==> config.mk <==
export PLATFORM = sky130hd
export DESIGN_NAME = pkt_ram_arbiter
export DESIGN_NICKNAME = d
export VERILOG_FILES = /design/src/rtl/pkt_ram_arbiter.sv
export SDC_FILE = /design/constraint.sdc
export NUM_CORES = 1
export LEC_CHECK = 0
export ABC_CLOCK_PERIOD_IN_PS = 2600
export BUFFER_PORTS_ARGS = -buffer_cell sky130_fd_sc_hd__buf_2
export CAP_MARGIN = 20
export CORE_MARGIN = 8
export CORE_UTILIZATION = 23
export CTS_CLUSTER_SIZE = 20
export DETAILED_ROUTE_END_ITERATION = 12
export PLACE_DENSITY = 0.57
export SYNTH_ARGS = -nofsm -noshare
export SYNTH_HDL_FRONTEND = slang
export SYNTH_SLANG_ARGS = --single-unit
export TNS_END_PERCENT = 20
==> constraint.sdc <==
create_clock -name clk -period 2.6 [get_ports clk]
set_input_delay 0.13 -clock clk [delete_from_list [all_inputs] [get_ports clk]]
set_output_delay 0.13 -clock clk [all_outputs]
set_load 0.005 [all_outputs]
==> src/rtl/pkt_ram_arbiter.sv <==
// Round-robin arbiter sharing the pkt_ram read port between NUM_REQ burst readers.
// One accepted burst owns the RAM address port until its last word has returned.

`ifndef DATA_WIDTH
`define DATA_WIDTH 32
`endif
`ifndef ADDR_WIDTH
`define ADDR_WIDTH 16
`endif

module pkt_ram_arbiter #(
    parameter int NUM_REQ    = 4,
    parameter int DATA_WIDTH = `DATA_WIDTH,
    parameter int ADDR_WIDTH = `ADDR_WIDTH,
    parameter int LEN_WIDTH  = 8
) (
    input  logic                          clk,
    input  logic                          rst,
    input  logic [NUM_REQ-1:0]            req_valid,
    input  logic [NUM_REQ*ADDR_WIDTH-1:0] req_addr,
    input  logic [NUM_REQ*LEN_WIDTH-1:0]  req_len,
    output logic [NUM_REQ-1:0]            req_ready,
    output logic [NUM_REQ-1:0]            rsp_valid,
    output logic [DATA_WIDTH-1:0]         rsp_data,
    output logic                          rsp_last,
    output logic [ADDR_WIDTH-1:0]         ram_addr_o,
    input  logic [DATA_WIDTH-1:0]         ram_data_i,
    output logic                          busy
);

    localparam int IDX_W = (NUM_REQ > 1) ? $clog2(NUM_REQ) : 1;

    typedef enum logic [1:0] {
        IDLE  = 2'd0,
        BURST = 2'd1,
        DRAIN = 2'd2
    } state_t;

    state_t               state;
    logic [IDX_W-1:0]     rr_ptr;
    logic [IDX_W-1:0]     owner;
    logic [IDX_W-1:0]     winner;
    logic                 found;
    logic [LEN_WIDTH-1:0] remaining;
    logic [LEN_WIDTH-1:0] win_len;
    logic [ADDR_WIDTH-1:0] win_addr;
    logic [IDX_W-1:0]     next_ptr;

    // First valid requester at or after rr_ptr, wrapping around.
    always_comb begin
        found  = 1'b0;
        winner = '0;
        for (int k = 0; k < NUM_REQ; k++) begin
            if (!found && req_valid[(int'(rr_ptr) + k) % NUM_REQ]) begin
                found  = 1'b1;
                winner = IDX_W'((int'(rr_ptr) + k) % NUM_REQ);
            end
        end
    end

    assign win_addr  = req_addr[int'(winner)*ADDR_WIDTH +: ADDR_WIDTH];
    assign win_len   = req_len[int'(winner)*LEN_WIDTH +: LEN_WIDTH];
    assign next_ptr  = (winner == IDX_W'(NUM_REQ - 1)) ? '0 : winner + IDX_W'(1);
    assign req_ready = (rst && found && state == IDLE) ? (NUM_REQ'(1) << winner) : '0;
    assign busy      = (state != IDLE);
    assign rsp_data  = ram_data_i;

    // ram_addr_o doubles as the running burst address, so it naturally holds outside BURST.
    always_ff @(posedge clk) begin
        if (!rst) begin
            state      <= IDLE;
            rr_ptr     <= '0;
            owner      <= '0;
            remaining  <= '0;
            ram_addr_o <= '0;
            rsp_valid  <= '0;
            rsp_last   <= 1'b0;
        end else begin
            rsp_valid <= '0;
            rsp_last  <= 1'b0;
            case (state)
                IDLE: begin
                    if (found) begin
                        owner      <= winner;
                        ram_addr_o <= win_addr;
                        remaining  <= (win_len == '0) ? LEN_WIDTH'(1) : win_len;
                        rr_ptr     <= next_ptr;
                        state      <= BURST;
                    end
                end
                BURST: begin
                    rsp_valid <= NUM_REQ'(1) << owner;
                    remaining <= remaining - LEN_WIDTH'(1);
                    if (remaining == LEN_WIDTH'(1)) begin
                        rsp_last <= 1'b1;
                        state    <= DRAIN;
                    end else begin
                        ram_addr_o <= ram_addr_o + ADDR_WIDTH'(1);
                    end
                end
                DRAIN: begin
                    state <= IDLE;
                end
                default: begin
                    state <= IDLE;
                end
            endcase
        end
    end

endmodule
==> impl_metrics.tcl <==
set metrics [dict create \
    grt_pass1_wl_mm 15.28 \
    ff_latch_area_um2 700.7 \
    slowest_stage "dfxtp_1" \
    power.share.clock_pct 27.9 \
    avgRoutedWirePerCell_um 15.24 \
    holdWs_ps 254.1 \
    top_layer "met4" \
    rows 41 \
    yosys.area.top_type "dfxtp_1" \
    postSynthCellCount 370 \
    fmax_mhz 432.5 \
    multi_input_area_um2 1829 \
    fin_area_um2 3689 \
    vias_per_cell 4.623 \
    antennaDiodeCount 0 \
    intPower_mw 1.454 \
    rsz0062_at_grt "false" \
    ys_seq_area_share_pct 23.99 \
    crit_type "flip-flop to primary output" \
    vias 2940 \
    p_sw_mw 0.7841 \
    endpoint_kind "primary output" \
    numCtsBuffers 5 \
    slew_headroom_pct 58.25 \
    cts.path.max_buffers 2 \
    fin_tns_setup_ps 0 \
    syn_area_um2 2920 \
    synth_nets 511 \
    power_density_nw_per_um2 606.6 \
    whs_endpoint "ram_addr_o[2]" \
    swShare_pct 35.04 \
    h-tree-depth 2 \
    clock-sinks 35 \
    tritoncts "built" \
    dr_wl_met3_um 462 \
    crit_required_ps 2470 \
    antenna_left 0 \
    n_fill_cell 1379 \
    cap_viol_max_count 0 \
    synthTopCellsByArea "dfxtp_1 24%, mux2i_1 19%, buf_4 9.0%" \
    nNetsFinal 604 \
    fin_cells 636 \
    cp_data_arrival_time_ps 2180 \
    clk_latency_ps 280 \
    hpwl_mm 7.867 \
    cp_max_fo 27 \
    critPathLaunchType "flip-flop" \
    rrSetupSlack_ps 480 \
    synth-edff-count 0 \
    slew_violations 0 \
    synth_cell_types 48 \
    hp-class "input pin to flip-flop" \
    start_util_pct 23.33 \
    p_comb_share_pct 40.2 \
    overflow 0 \
    fin_crit_sh_pct 88.93 \
    mostFrequentLayoutCells "127 x buf_2, 56 x mux2i_1, 37 x nand2_1" \
    root_buffer "clkbuf_16" \
    leakagePower_nw 1.688 \
    tightest_slew_ps 624.9 \
    grt_pass1_vias 3119 \
    portBuffers 127 \
    io_pins 192 \
    regToRegStartpoint "remaining[4]" \
    path_delay_family "buffers and inverters" \
    route.final.wire_length_mm 9.695 \
    avgSynthCellArea_um2 7.893 \
    cp_cell_sequence "nand2_1 -> a311oi_1 -> or2_4 -> inv_4 -> buf_12 -> ha_1 -> and3_1 -> buf_2" \
    die_y_um 128.7 \
    rr_endpoint "ram_addr_o[10]" \
    postCtsSetupRepairBufs 0 \
    grt_max_degree 31 \
    synth_top_cell_area_share_pct 23.99 \
    die_x_um 128.7 \
    fin_worst_skew_ps 4.912 \
    fin_crit_ps 2312 \
    met2_length_mm 4.986 \
    final_common_cell "buf_2" \
    setup_viol 0 \
    first_pass_iters 4 \
    cp-startpoint "rr_ptr[1]" \
    area_growth_pct 26.31 \
    ys_async_sr_fraction_pct 0 \
    critPathMaxStageDelay_ps 400 \
    post-place-cells 628 \
    hold_depth 5 \
    outcome "complete, no violations" \
    path_clk_slew_ps 60 \
    worstRegToRegCells 7 \
    grt_util_all_layers_pct 11.52 \
    min-delay-start "req_addr[2]" \
    cp.buffers_inverters 3 \
    wl_met1_mm 4.001 \
    drive_gt1_share_pct 34.48 \
    antenna_found_initial 0 \
    drt-initial-drc-count 162 \
    die-area_um2 16560 \
    synthFlopType "dfxtp_1" \
    core_area_um2 12520 \
    hold_viol_final 0 \
    seqPwrFrac_pct 31.8 \
    gp_congestion 0.8656 \
    synth_warnings 0 \
    vdd_drop_max_uv 216.8 \
    drc 0 \
    synth-seq-cells 35 \
    placed_area_um2 3530 \
]
-- cell usage after synthesis (4+ instances only) --
library cell	instances
a21oi_1	24
a31oi_1	7
and2_1	4
and3_1	6
buf_4	35
clkbuf_1	13
dfxtp_1	35
ha_1	7
inv_1	8
mux2_2	9
mux2i_1	56
nand2_1	37
nand2b_1	4
nand3_1	15
nor2_1	27
nor2b_1	4
nor3_1	11
o21ai_0	15
o21ai_1	9
o221ai_1	4
-- how the worst max path moves through the flow --
| stage | depth (start not counted) | end |
|---|---|---|
| after CTS | 8 | req_ready[3] |
| after floorplan | 10 | ram_addr_o[15] |
| after detailed placement | 9 | ram_addr_o[9] |
| after global routing | 8 | req_ready[3] |
| after global placement | 9 | ram_addr_o[9] |
| final | 8 | req_ready[3] |
-- power groups by stage --
stage               Sequential [mW]  Clock, mW  Combinational [mW]
floorplan                     0.706          0               0.662
global placement              0.718          0               0.900
CTS                           0.711      0.640               0.918
finish                        0.713      0.625               0.900
global route                  0.728      0.657                1.01
detailed placement            0.722          0               0.916
-- repair_timing --
action                     in CTS  in global routing
setup endpoints to repair       0                  1
hold buffers                    0                  0
gates resized for setup         0                  1
-- metal layers --
metal,vias up,global-route usage (%)
met4,0,4.699
met1,1348,12.59
li1,1481,-
met3,24,2.813
met2,87,20.84
met5,-,0
-- logic make-up after synthesis --
family	Yosys count	synth area share [%]
xor gates and xnor gates	3	0.8999
muxes	66	23.18
and+or+nand+nor	119	19.19
adders and majority gates	7	2.999
AOI/OAI and AO/OA	77	16.11
DFF	35	23.99
buffers and inverters	63	13.62
-- per-stage QoR --
step                      power (mW)  util [%]  setup slack (ps)
after detailed placement       1.638     28.20             367.2
after global placement         1.618     28.20             488.9
after CTS                      2.269     29.45             139.0
final                          2.238     29.47             287.9
after floorplan                1.368         -             645.2
after global routing           2.391     29.47             187.7
-- state kept, by name, indices dropped and copies added (netlist names) --
name	cells
rsp_last	1
owner	2
ram_addr_o	16
rr_ptr	2
state	2
remaining	8
rsp_valid	4
-- layout make-up --
type,instances,share of cell area (%)
multi-input cells,272,49.59
repair buffers,138,20.15
flip-flops and latches,35,19.00
well taps,172,5.834
clock buffers,8,4.240
inverters,11,1.187
-- worst reg2reg max path: stages, from the launching register on --
cell and delay (ps):
dfxtp_1 340, nor3_1 330, nand3_1 210, o21a_1 290, nor2_1 510, a21oi_1 90, o21ai_0 200, a21oi_1 50
No activity file was read; power rests on OpenSTA's default activity.
